## config.mk

```make
export PLATFORM = sky130hd
export DESIGN_NAME = multi_alarm_clock
export DESIGN_NICKNAME = d
export VERILOG_FILES = /design/src/rtl/multi_alarm_clock.sv
export SDC_FILE = /design/constraint.sdc
export NUM_CORES = 1
export LEC_CHECK = 0
export ABC_AREA = 0
export CORE_UTILIZATION = 50
export CTS_BUF_LIST = sky130_fd_sc_hd__clkbuf_8 sky130_fd_sc_hd__clkbuf_16
export CTS_CLUSTER_SIZE = 10
export DETAILED_ROUTE_END_ITERATION = 8
export PLACE_DENSITY = 0.68
export SETUP_SLACK_MARGIN = 0.5
export SLEW_MARGIN = 15
export SYNTH_ARGS = -nofsm -noshare
export SYNTH_HDL_FRONTEND = slang
export SYNTH_SLANG_ARGS = --single-unit
```

## constraint.sdc

```tcl
create_clock -name clk -period 6.27 [get_ports clk]
set_input_delay 0.627 -clock clk [delete_from_list [all_inputs] [get_ports clk]]
set_output_delay 0.627 -clock clk [all_outputs]
set_load 0.005 [all_outputs]
```

## src/rtl/multi_alarm_clock.sv

```systemverilog
// 24-hour BCD real-time clock with N_ALARMS independently armed alarm channels (snooze, auto-timeout).
// Optional 12-hour display when MULTI_ALARM_CLOCK_TWELVE_HOUR_EN is defined; default build is 24-hour with pm tied 0.
module multi_alarm_clock #(
  parameter int unsigned CLK_PER_SEC  = 1,
  parameter int unsigned N_ALARMS     = 4,
  parameter int unsigned SNOOZE_MIN   = 5,
  parameter int unsigned RING_MAX_SEC = 60,
  localparam int unsigned AW = (N_ALARMS > 1) ? $clog2(N_ALARMS) : 1
) (
  input  logic                clk,
  input  logic                reset,
  input  logic                ld_time,
  input  logic                ld_alarm,
  input  logic [AW-1:0]       alarm_sel,
  input  logic [1:0]          in_h2,
  input  logic [3:0]          in_h1,
  input  logic [3:0]          in_m2,
  input  logic [3:0]          in_m1,
  input  logic [N_ALARMS-1:0] alarm_en,
  input  logic                stop,
  input  logic                snooze,
  output logic [1:0]          o_h2,
  output logic [3:0]          o_h1,
  output logic [3:0]          o_m2,
  output logic [3:0]          o_m1,
  output logic [3:0]          o_s2,
  output logic [3:0]          o_s1,
  output logic                pm,
  output logic                sec_tick,
  output logic                ring,
  output logic [AW-1:0]       ring_id
);

  localparam int unsigned CW = (CLK_PER_SEC > 1) ? $clog2(CLK_PER_SEC) : 1;

  typedef enum logic [1:0] {ST_IDLE, ST_RING, ST_SNOOZE} ch_state_e;

  logic [CW-1:0] pre_q, pre_d;
  logic          tick_q, tick_d;
  logic [4:0]    h_q, h_d, h_nx;
  logic [5:0]    m_q, m_d, m_nx;
  logic [5:0]    s_q, s_d, s_nx;

  ch_state_e     st_q   [N_ALARMS];
  ch_state_e     st_d   [N_ALARMS];
  logic [7:0]    rcnt_q [N_ALARMS];
  logic [7:0]    rcnt_d [N_ALARMS];
  logic [4:0]    alh_q  [N_ALARMS];
  logic [4:0]    alh_d  [N_ALARMS];
  logic [5:0]    alm_q  [N_ALARMS];
  logic [5:0]    alm_d  [N_ALARMS];
  logic [4:0]    snh_q  [N_ALARMS];
  logic [4:0]    snh_d  [N_ALARMS];
  logic [5:0]    snm_q  [N_ALARMS];
  logic [5:0]    snm_d  [N_ALARMS];

  logic [5:0]    in_hour;
  logic [7:0]    in_min;
  logic          ld_ok, ld_t, ld_a, tick_eff;
  logic [6:0]    sm_sum;
  logic [4:0]    tgt_h;
  logic [5:0]    tgt_m;
  logic [4:0]    disp_h;

  function automatic logic [3:0] tens(input logic [5:0] v);
    return 4'(v / 6'd10);
  endfunction

  function automatic logic [3:0] ones(input logic [5:0] v);
    return 4'(v % 6'd10);
  endfunction

  always_comb begin
    in_hour  = 6'({4'b0, in_h2}) * 6'd10 + {2'b0, in_h1};
    in_min   = {4'b0, in_m2} * 8'd10 + {4'b0, in_m1};
    ld_ok    = (in_h1 <= 4'd9) && (in_m2 <= 4'd9) && (in_m1 <= 4'd9) &&
               (in_hour <= 6'd23) && (in_min <= 8'd59);
    ld_t     = ld_time & ld_ok;
    ld_a     = ld_alarm & ld_ok & (32'(alarm_sel) < N_ALARMS);
    // A valid time load swallows any tick pending in the same cycle.
    tick_eff = tick_q & ~ld_t;
  end

  always_comb begin
    s_nx = s_q + 6'd1;
    m_nx = m_q;
    h_nx = h_q;
    if (s_q == 6'd59) begin
      s_nx = '0;
      if (m_q == 6'd59) begin
        m_nx = '0;
        h_nx = (h_q == 5'd23) ? '0 : h_q + 5'd1;
      end else begin
        m_nx = m_q + 6'd1;
      end
    end
  end

  always_comb begin
    sm_sum = {1'b0, m_q} + 7'(SNOOZE_MIN);
    tgt_h  = h_q;
    tgt_m  = sm_sum[5:0];
    if (sm_sum >= 7'd60) begin
      tgt_m = 6'(sm_sum - 7'd60);
      tgt_h = (h_q == 5'd23) ? '0 : h_q + 5'd1;
    end
  end

  always_comb begin
    pre_d  = pre_q;
    tick_d = 1'b0;
    h_d    = h_q;
    m_d    = m_q;
    s_d    = s_q;
    if (ld_t) begin
      pre_d = '0;
      h_d   = in_hour[4:0];
      m_d   = in_min[5:0];
      s_d   = '0;
    end else begin
      tick_d = (pre_q == CW'(CLK_PER_SEC - 1));
      pre_d  = tick_d ? '0 : pre_q + CW'(1);
      if (tick_eff) begin
        h_d = h_nx;
        m_d = m_nx;
        s_d = s_nx;
      end
    end
  end

  // Lowest-index ringing channel owns ring_id and receives stop/snooze.
  always_comb begin
    ring    = 1'b0;
    ring_id = '0;
    for (int unsigned i = 0; i < N_ALARMS; i++) begin
      if (st_q[N_ALARMS-1-i] == ST_RING) begin
        ring    = 1'b1;
        ring_id = AW'(N_ALARMS - 1 - i);
      end
    end
  end

  always_comb begin
    for (int unsigned i = 0; i < N_ALARMS; i++) begin
      st_d[i]   = st_q[i];
      rcnt_d[i] = rcnt_q[i];
      alh_d[i]  = alh_q[i];
      alm_d[i]  = alm_q[i];
      snh_d[i]  = snh_q[i];
      snm_d[i]  = snm_q[i];
      if (ld_a && (alarm_sel == AW'(i))) begin
        alh_d[i] = in_hour[4:0];
        alm_d[i] = in_min[5:0];
      end
      if (!alarm_en[i]) begin
        st_d[i] = ST_IDLE;
      end else begin
        case (st_q[i])
          ST_IDLE: begin
            if (tick_eff && (s_nx == '0) && (h_nx == alh_q[i]) && (m_nx == alm_q[i])) begin
              st_d[i]   = ST_RING;
              rcnt_d[i] = '0;
            end
          end
          ST_RING: begin
            if (stop && (ring_id == AW'(i))) begin
              st_d[i] = ST_IDLE;
            end else if (snooze && (ring_id == AW'(i))) begin
              st_d[i]  = ST_SNOOZE;
              snh_d[i] = tgt_h;
              snm_d[i] = tgt_m;
            end else if (tick_eff) begin
              if (rcnt_q[i] == 8'(RING_MAX_SEC - 1)) st_d[i] = ST_IDLE;
              else rcnt_d[i] = rcnt_q[i] + 8'd1;
            end
          end
          ST_SNOOZE: begin
            if (tick_eff && (s_nx == '0) && (h_nx == snh_q[i]) && (m_nx == snm_q[i])) begin
              st_d[i]   = ST_RING;
              rcnt_d[i] = '0;
            end
          end
          default: st_d[i] = ST_IDLE;
        endcase
      end
    end
  end

  always_ff @(posedge clk or posedge reset) begin
    if (reset) begin
      pre_q  <= '0;
      tick_q <= 1'b0;
      h_q    <= '0;
      m_q    <= '0;
      s_q    <= '0;
      for (int unsigned i = 0; i < N_ALARMS; i++) begin
        st_q[i]   <= ST_IDLE;
        rcnt_q[i] <= '0;
        alh_q[i]  <= '0;
        alm_q[i]  <= '0;
        snh_q[i]  <= '0;
        snm_q[i]  <= '0;
      end
    end else begin
      pre_q  <= pre_d;
      tick_q <= tick_d;
      h_q    <= h_d;
      m_q    <= m_d;
      s_q    <= s_d;
      for (int unsigned i = 0; i < N_ALARMS; i++) begin
        st_q[i]   <= st_d[i];
        rcnt_q[i] <= rcnt_d[i];
        alh_q[i]  <= alh_d[i];
        alm_q[i]  <= alm_d[i];
        snh_q[i]  <= snh_d[i];
        snm_q[i]  <= snm_d[i];
      end
    end
  end

`ifdef MULTI_ALARM_CLOCK_TWELVE_HOUR_EN
  always_comb begin
    if (h_q == 5'd0)       disp_h = 5'd12;
    else if (h_q > 5'd12)  disp_h = h_q - 5'd12;
    else                   disp_h = h_q;
    pm = (h_q >= 5'd12);
  end
`else
  always_comb begin
    disp_h = h_q;
    pm     = 1'b0;
  end
`endif

  always_comb begin
    o_h2     = 2'(tens({1'b0, disp_h}));
    o_h1     = ones({1'b0, disp_h});
    o_m2     = tens(m_q);
    o_m1     = ones(m_q);
    o_s2     = tens(s_q);
    o_s1     = ones(s_q);
    sec_tick = tick_q;
  end

endmodule

```

==> impl_metrics.prom, run 1 <==
# TYPE chip_impl_metric gauge
chip_impl_info{name="run_status",value="complete, no violations"} 1
chip_impl_info{name="synth.most_common_cell",value="dfrtp_1"} 1
chip_impl_metric{name="grt_pass1_vias",unit=""} 7441
chip_impl_metric{name="clock_sink_count",unit=""} 146
chip_impl_info{name="post_synth_main_area_contributors",value="dfrtp_1, mux2_2, xnor2_1"} 1
chip_impl_metric{name="initial_utilization",unit=""} 0.5175
chip_impl_info{name="ys.flop_type",value="dfrtp_1"} 1
chip_impl_metric{name="finalNonFillerCells",unit=""} 1351
chip_impl_metric{name="die-width",unit="µm"} 142.3
chip_impl_metric{name="post-route-min-period",unit="ns"} 4.769
chip_impl_metric{name="place_congestion",unit=""} 0.8637
chip_impl_metric{name="grt_usage",unit=""} 0.2661
chip_impl_metric{name="netlist_instances",unit=""} 1065
chip_impl_metric{name="vias_per_cell",unit=""} 5.985
chip_impl_metric{name="maximum_number_of_pins_on_one_net_before_global_route_repair",unit=""} 82
chip_impl_info{name="worstSetupEndpointType",value="flop"} 1
chip_impl_metric{name="ios",unit=""} 53
chip_impl_metric{name="avgSynthCellArea",unit="µm²"} 9.241
chip_impl_metric{name="synth-edff-count",unit=""} 0
chip_impl_info{name="cts_root_buf",value="clkbuf_16"} 1
chip_impl_metric{name="floorplan.rows",unit=""} 50
chip_impl_metric{name="rr_worst_depth",unit=""} 10
chip_impl_metric{name="drc_violations",unit=""} 0
chip_impl_metric{name="worstMarginPinSlew",unit="ns"} 1.081
chip_impl_metric{name="worst-endpoint-required",unit="ns"} 6.63
chip_impl_metric{name="post-place-cells",unit=""} 1321
chip_impl_metric{name="nets",unit=""} 1140
chip_impl_metric{name="clock_tree.htree_level_count",unit=""} 4
chip_impl_metric{name="wl_per_cell",unit="µm"} 18.82
chip_impl_metric{name="nFillCells",unit=""} 1695
chip_impl_metric{name="finalMaxSlewViolations",unit=""} 0
chip_impl_info{name="r2r-start",value="s_q[1]$_DFFE_PP0P_"} 1
chip_impl_metric{name="worst_slew_margin_rel",unit=""} 0.2792
chip_impl_metric{name="dieArea",unit="µm²"} 20250
chip_impl_info{name="worstHoldStart",value="rcnt_q[31]$_DFFE_PP0P_"} 1
chip_impl_metric{name="min_delay_path_depth",unit=""} 1
chip_impl_metric{name="cp_max_fo",unit=""} 13
chip_impl_metric{name="final_layout_size_suffix_gt1_frac",unit=""} 0.1127
chip_impl_metric{name="grt_ovf",unit=""} 0
chip_impl_metric{name="routed_wirelength",unit="µm"} 25420
chip_impl_metric{name="cts-buffers-inserted",unit=""} 17
chip_impl_info{name="worstHoldPathType",value="flop to flop"} 1
chip_impl_metric{name="max_freq",unit="MHz"} 209.7
chip_impl_metric{name="fp.dieH",unit="µm"} 142.3
chip_impl_metric{name="finClkSkew",unit="ns"} 0.01249
chip_impl_metric{name="detailedRoute.firstPassIterationCount",unit=""} 5
chip_impl_metric{name="final_count_of_hold_timing_violations",unit=""} 0
chip_impl_metric{name="synth-seq-cells",unit=""} 146
chip_impl_metric{name="yosysTopAreaCellShare",unit=""} 0.3712
chip_impl_info{name="crit_path_start_kind",value="flop"} 1
chip_impl_metric{name="grt_first_pass_wirelength",unit="µm"} 40880
chip_impl_metric{name="post_cts.repair.setup_buffers",unit=""} 0
chip_impl_metric{name="drt.antenna.violating_nets",unit=""} 0
chip_impl_metric{name="clockBufferDepth",unit=""} 2
chip_impl_metric{name="timing.reg2reg.setup_slack",unit="ns"} 1.50
chip_impl_metric{name="cts_clk_pin_slew_worst_paths",unit="ns"} 0.06
chip_impl_info{name="min_to",value="rcnt_q[31]$_DFFE_PP0P_"} 1
chip_impl_metric{name="final_min_period_over_clock_period",unit=""} 0.7606
chip_impl_info{name="unrepaired_setup_endpoints_after_global_routing",value="false"} 1
chip_impl_metric{name="coreArea",unit="µm²"} 19020
chip_impl_metric{name="worst_skew_pair.late_latency",unit="ns"} 0.44
chip_impl_metric{name="post_cts.resized_instances",unit=""} 0
chip_impl_metric{name="port-buffer-count",unit=""} 49
chip_impl_metric{name="setup_viol",unit=""} 0
chip_impl_metric{name="routed-via-count",unit=""} 8086
chip_impl_metric{name="crit_arrival",unit="ns"} 5.13
chip_impl_metric{name="yosys_warnings",unit=""} 0
chip_impl_metric{name="post_synth_num_cell_types",unit=""} 90
chip_impl_info{name="critical_path_class",value="flop to flop"} 1
chip_impl_metric{name="setup_total_negative_slack",unit="ns"} 0
chip_impl_metric{name="flow.area_growth_from_synthesis",unit="%"} 11.12
chip_impl_info{name="tritoncts",value="done"} 1
chip_impl_info{name="synth_common_cells",value="dfrtp_1, nand2_1, nor2_1"} 1
chip_impl_metric{name="cts_hold_repair.buffers",unit=""} 0
chip_impl_info{name="synth.largest_area_cell",value="dfrtp_1"} 1
chip_impl_metric{name="cell_area_power_density",unit="nW/µm²"} 405.8
chip_impl_metric{name="antenna_violations_before_repair",unit=""} 0
chip_impl_metric{name="synthesized_area",unit="µm²"} 9842
chip_impl_metric{name="vdd.ir_drop.worst",unit="µV"} 223.3
chip_impl_metric{name="max_cap_viol_count",unit=""} 0
chip_impl_metric{name="post-dp-hpwl",unit="µm"} 18120
chip_impl_metric{name="ys_seq_area_frac",unit=""} 0.3712
chip_impl_metric{name="ys_async_sr_fraction",unit=""} 1.000
chip_impl_info{name="r2r_end",value="rcnt_q[7]$_DFFE_PP0P_"} 1
chip_impl_metric{name="n_antenna_cell",unit=""} 0
chip_impl_metric{name="drtIter0Drc",unit=""} 681
chip_impl_metric{name="power.static_leakage",unit="nW"} 4.822
==> cells by family after synthesis <==
| group | share of synthesized area |
|---|---|
| adder cells (fa/ha/maj) | 0.04551 |
| XOR/XNOR | 0.08861 |
| AO/OA/AOI/OAI | 0.1646 |
| flip-flops | 0.3712 |
| AND/OR/NAND/NOR | 0.1963 |
| other | 0.0003810 |
| multiplexers | 0.08963 |
| buffers and inverters | 0.04373 |
==> state kept, by name, indices dropped and copies added (netlist names) <==
signal    cells
rcnt_q       32
alm_q        24
snm_q        24
alh_q        20
snh_q        20
st_q          8
m_q           6
s_q           6
disp_h        5
sec_tick      1
==> metal layers <==
| metal | track usage | share of wire | vias to the layer above |
|---|---|---|---|
| met2 | 0.3947 | 0.44 | 255 |
| met1 | 0.3832 | 0.47 | 3930 |
| met4 | 0.07414 | 0.018 | 0 |
| met3 | 0.06662 | 0.067 | 30 |
| li1 | - | - | 3871 |
| met5 | 0 | 0 | - |
==> cell usage in the layout (no fill, tap or decap), types with 11 or more instances in the layout <==
master,synthesis,final
nand2b_1,13,13
nor3_1,23,21
mux2_2,55,55
nor2_1,74,73
ha_1,31,31
nand4_1,16,16
o21ai_0,65,65
a21oi_1,52,52
nand2_1,106,106
inv_1,34,35
nor2b_1,16,16
clkbuf_16,0,17
xor2_1,41,41
dfrtp_1,146,146
mux2i_1,22,22
a31oi_1,11,11
and3_1,16,16
nand3_1,35,35
xnor2_1,56,56
nor4_1,12,12
clkdlybuf4s50_1,0,49
==> through the flow <==
step	setup WS, ns	cell area, µm²	hold WS, ns	power, mW	utilization
finish	1.501	10940	0.4807	4.438	0.5751
CTS	1.692	10940	0.4771	4.432	0.5751
global route	1.316	10940	0.5090	4.731	0.5751
floorplan	1.720	9849	0.4393	2.814	-
detailed placement	1.300	10430	0.4692	3.508	0.5482
global placement	1.415	10430	0.4583	3.490	0.5482
==> report_power, final <==
group / leakage [nW] / switching, mW / internal, mW
Clock: 0.256 / 0.413 / 0.505
Sequential: 1.91 / 0.315 / 1.07
Combinational: 2.65 / 1.13 / 1.00
Total: 4.82 / 1.86 / 2.58
==> cell type report <==
| type | instances | area [µm²] | area share |
|---|---|---|---|
| multi-input cells | 826 | 5778 | 0.5283 |
| flip-flops and latches | 146 | 3654 | 0.3341 |
| well taps | 260 | 325.3 | 0.02974 |
| clock buffers | 18 | 439.2 | 0.04016 |
| repair buffers | 55 | 535.5 | 0.04896 |
| clock inverters | 12 | 72.57 | 0.006635 |
| inverters | 34 | 132.6 | 0.01213 |
==> worst max path at each step <==
| stage | start | end | depth (start not counted) |
|---|---|---|---|
| global placement | in_m2[1] | rcnt_q[7]$_DFFE_PP0P_ | 13 |
| detailed placement | in_m2[3] | rcnt_q[6]$_DFFE_PP0P_ | 13 |
| floorplan | reset | alh_q[0]$_DFFE_PP0P_ | 1 |
| CTS | s_q[1]$_DFFE_PP0P_ | rcnt_q[7]$_DFFE_PP0P_ | 10 |
| finish | s_q[1]$_DFFE_PP0P_ | rcnt_q[7]$_DFFE_PP0P_ | 10 |
| global route | s_q[1]$_DFFE_PP0P_ | rcnt_q[7]$_DFFE_PP0P_ | 10 |
==> worst max-delay path: stages, from the launching register on <==
cell and delay [ns]:
dfrtp_1 0.54, ha_1 0.44, nor2b_1 0.75, nand4_1 0.48, and2_1 0.48, xnor2_1 0.21
nor4_1 0.60, and4_4 0.40, a211oi_4 0.11, or4_1 0.54, a21oi_1 0.14
No activity file was read; power rests on OpenSTA's default activity.
==> inputs of run 2 (changes only) <==
PLACE_DENSITY = 0.71   (was 0.68)
clock period = 4.1 ns   (was 6.27 ns; I/O delays follow)
==> run 2 against run 1 <==
  * Global-route usage grew 0.84 points
  * First-iteration DRC count down 1.3%
  * Cell count up 5.7%
  * Critical path depth grew 5
  * Die area is the same
  * Sequential share of layout area down 2.2 points
  * Cell area increased by 7.2%
  * Register-to-register slack got worse by 0.90 ns
  * Sequential power up 38%
  * Non-clock buffer count up 75
  * Count of clock-buffer cells in the layout did not move
  * Critical path type is now primary input to flop
  * Highest routed layer unchanged
==> impl_metrics.prom, run 2 (synthesized netlist as in run 1, its figures left out) <==
# TYPE chip_impl_metric gauge
chip_impl_metric{name="max_cap_viol_count",unit=""} 0
chip_impl_metric{name="clock_sink_count",unit=""} 146
chip_impl_metric{name="final_layout_size_suffix_gt1_frac",unit=""} 0.1892
chip_impl_metric{name="timing.critical_path.slowest_cell_delay",unit="ns"} 0.54
chip_impl_metric{name="post-place-ws",unit="ns"} -0.1110
chip_impl_metric{name="worst_skew_pair.late_latency",unit="ns"} 0.43
chip_impl_metric{name="clock_tree.htree_level_count",unit=""} 4
chip_impl_metric{name="wl_per_cell",unit="µm"} 18.53
chip_impl_info{name="worstHoldPathType",value="primary input to async pin"} 1
chip_impl_info{name="mostFrequentLayoutCell",value="dfrtp_1"} 1
chip_impl_metric{name="cell_area_power_density",unit="nW/µm²"} 632.1
chip_impl_metric{name="drtIter0Drc",unit=""} 672
chip_impl_metric{name="flow.area_growth_from_synthesis",unit="%"} 19.11
chip_impl_info{name="cts_root_buf",value="clkbuf_16"} 1
chip_impl_metric{name="power.static_leakage",unit="nW"} 5.251
chip_impl_metric{name="dieArea",unit="µm²"} 20250
chip_impl_info{name="largest-register",value="rcnt_q"} 1
chip_impl_metric{name="cts-buffers-inserted",unit=""} 17
chip_impl_metric{name="fp.dieH",unit="µm"} 142.3
chip_impl_metric{name="worst_slew_margin_rel",unit=""} 0.3887
chip_impl_metric{name="cts_hold_repair.buffers",unit=""} 0
chip_impl_metric{name="post-dp-hpwl",unit="µm"} 19100
chip_impl_metric{name="multi_input_comb_area",unit="µm²"} 5879
chip_impl_metric{name="routed_wirelength",unit="µm"} 26470
chip_impl_metric{name="largest_register_ff_count",unit=""} 32
chip_impl_metric{name="nFillCells",unit=""} 1641
chip_impl_metric{name="post-route-min-period",unit="ns"} 3.507
chip_impl_metric{name="setup_viol",unit=""} 0
chip_impl_info{name="worst_path_dominant_cell_family",value="adder cells"} 1
chip_impl_metric{name="cp_max_fo",unit=""} 4
chip_impl_metric{name="n_antenna_cell",unit=""} 0
chip_impl_metric{name="drc_violations",unit=""} 0
chip_impl_metric{name="ios",unit=""} 53
chip_impl_metric{name="grt_ovf",unit=""} 0
chip_impl_metric{name="critPathBufInv",unit=""} 3
chip_impl_metric{name="initial_utilization",unit=""} 0.5175
chip_impl_info{name="run_status",value="complete, no violations"} 1
chip_impl_metric{name="port-buffer-count",unit=""} 49
chip_impl_info{name="critical_path_class",value="primary input to flop"} 1
chip_impl_metric{name="detailedRoute.firstPassIterationCount",unit=""} 5
chip_impl_info{name="worstSetupEndpointType",value="flop"} 1
chip_impl_metric{name="fin_area",unit="µm²"} 11720
chip_impl_metric{name="crit_arrival",unit="ns"} 3.81
chip_impl_metric{name="vdd.ir_drop.worst",unit="µV"} 293.7
chip_impl_metric{name="floorplan.rows",unit=""} 50
chip_impl_metric{name="final_min_period_over_clock_period",unit=""} 0.8553
chip_impl_metric{name="routed-via-count",unit=""} 8510
chip_impl_info{name="crit_path_start_kind",value="primary input"} 1
chip_impl_metric{name="clockBufferDepth",unit=""} 2
chip_impl_metric{name="rr_worst_depth",unit=""} 13
chip_impl_metric{name="antenna_violations_before_repair",unit=""} 0
chip_impl_metric{name="power_total",unit="mW"} 7.410
chip_impl_info{name="r2r_end",value="rcnt_q[0]$_DFFE_PP0P_"} 1
chip_impl_metric{name="timing.reg2reg.setup_slack",unit="ns"} 0.60
chip_impl_metric{name="vias_per_cell",unit=""} 5.959
chip_impl_info{name="unrepaired_setup_endpoints_after_global_routing",value="true"} 1
chip_impl_metric{name="worst-endpoint-required",unit="ns"} 4.40
chip_impl_metric{name="max_freq",unit="MHz"} 285.2
chip_impl_metric{name="cts_clk_pin_slew_worst_paths",unit="ns"} 0.06
chip_impl_metric{name="grt_usage",unit=""} 0.2745
chip_impl_metric{name="place_congestion",unit=""} 0.8643
chip_impl_metric{name="final_count_of_hold_timing_violations",unit=""} 0
chip_impl_info{name="most-common-layout-cells",value="dfrtp_1, nand2_1, buf_4"} 1
chip_impl_info{name="critical_path.slowest_cell",value="fa_1"} 1
chip_impl_metric{name="drt.antenna.violating_nets",unit=""} 0
chip_impl_metric{name="finClkSkew",unit="ns"} 0.01003
chip_impl_metric{name="grt_first_pass_wirelength",unit="µm"} 42590
chip_impl_metric{name="worstMarginPinSlew",unit="ns"} 0.9143
chip_impl_info{name="biggestRegsByFlops",value="rcnt_q: 32 flops, alm_q: 24 flops, snm_q: 24 flops"} 1
chip_impl_info{name="critical_path.cell_chain",value="dlygate4sd2_1 -> ha_1 -> ha_2 -> fa_1 -> o211ai_1 -> or4_1 -> o211ai_1 -> o21ai_2 -> buf_6 -> o21ai_2 -> and3b_2 -> a211oi_4 -> buf_4 -> nor3_1 -> mux2i_1"} 1
chip_impl_metric{name="finalMaxSlewViolations",unit=""} 0
chip_impl_metric{name="nets",unit=""} 1215
chip_impl_metric{name="post_placement_cell_area",unit="µm²"} 10920
chip_impl_info{name="tritoncts",value="done"} 1
chip_impl_metric{name="maximum_number_of_pins_on_one_net_before_global_route_repair",unit=""} 72
chip_impl_metric{name="setup_slack",unit="ns"} 0.5932
chip_impl_metric{name="die-width",unit="µm"} 142.3
chip_impl_info{name="r2r-start",value="s_q[0]$_DFFE_PP0P_"} 1
chip_impl_metric{name="setup_total_negative_slack",unit="ns"} 0
chip_impl_metric{name="coreArea",unit="µm²"} 19020
chip_impl_metric{name="grt_pass1_vias",unit=""} 8025
chip_impl_metric{name="area_used_by_sequential_logic_in_the_layout",unit="µm²"} 3657
==> run 2: layer usage <==
metal,vias to the layer above,track usage,share of wire
met5,-,0,0
met3,35,0.06999,0.071
met2,287,0.4283,0.46
met4,0,0.07697,0.019
li1,4018,-,-
met1,4170,0.3766,0.45
==> run 2: worst register-to-register path: cells and delay by family (launching register included) <==
| family | cells | cell delay (ns) |
|---|---|---|
| adder cells (fa/ha/maj) | 1 | 0.21 |
| flip-flops | 1 | 0.42 |
| multiplexers | 2 | 0.59 |
| AND/OR/NAND/NOR | 4 | 0.95 |
| buffers and inverters | 3 | 0.59 |
| AO/OA/AOI/OAI | 2 | 0.51 |
| XOR/XNOR | 1 | 0.12 |
==> run 2: how the worst max path moves through the flow <==
stage                                   from                    end  cells after the start
final                               in_m2[3]  rcnt_q[5]$_DFFE_PP0P_                     15
after CTS                 m_q[4]$_DFFE_PP0P_                o_m1[2]                     10
after global routing      m_q[4]$_DFFE_PP0P_                o_m1[2]                     10
after floorplan                     in_m2[1]  rcnt_q[6]$_DFFE_PP0P_                     11
after global placement              in_m2[1]  rcnt_q[6]$_DFFE_PP0P_                     12
after detailed placement            in_m2[1]  rcnt_q[6]$_DFFE_PP0P_                     12
==> run 2: final cells by class <==
cell class	count	share of cell area
Tap cell	260	0.02775
Clock inverter	14	0.01409
Timing Repair Buffer	130	0.09595
Sequential cell	146	0.3120
Clock buffer	18	0.03746
Inverter	34	0.01121
Multi-Input combinational cell	826	0.5015
==> run 2: stage by stage <==
step           cells  utilization  hold WS [ns]
2_1_floorplan   1067            -        0.4393
3_3_place_gp    1385       0.5744        0.4738
3_5_place_dp    1385       0.5744        0.4865
4_1_cts         1419       0.6090        0.4948
5_1_grt         1428       0.6164        0.5204
6_report        1428       0.6164        0.4959
==> run 2: report_power, final <==
part           internal, mW  leakage [nW]  switching (mW)
Sequential             1.65          1.91           0.270
Clock                 0.971         0.295           0.637
Combinational          1.81          3.05            2.07
==> run 2: repair_timing <==
item                       4_1_cts  5_1_grt
pin swaps                       12       15
setup endpoints to repair       63       67
resized for setup               14       18
setup buffers                    2        9
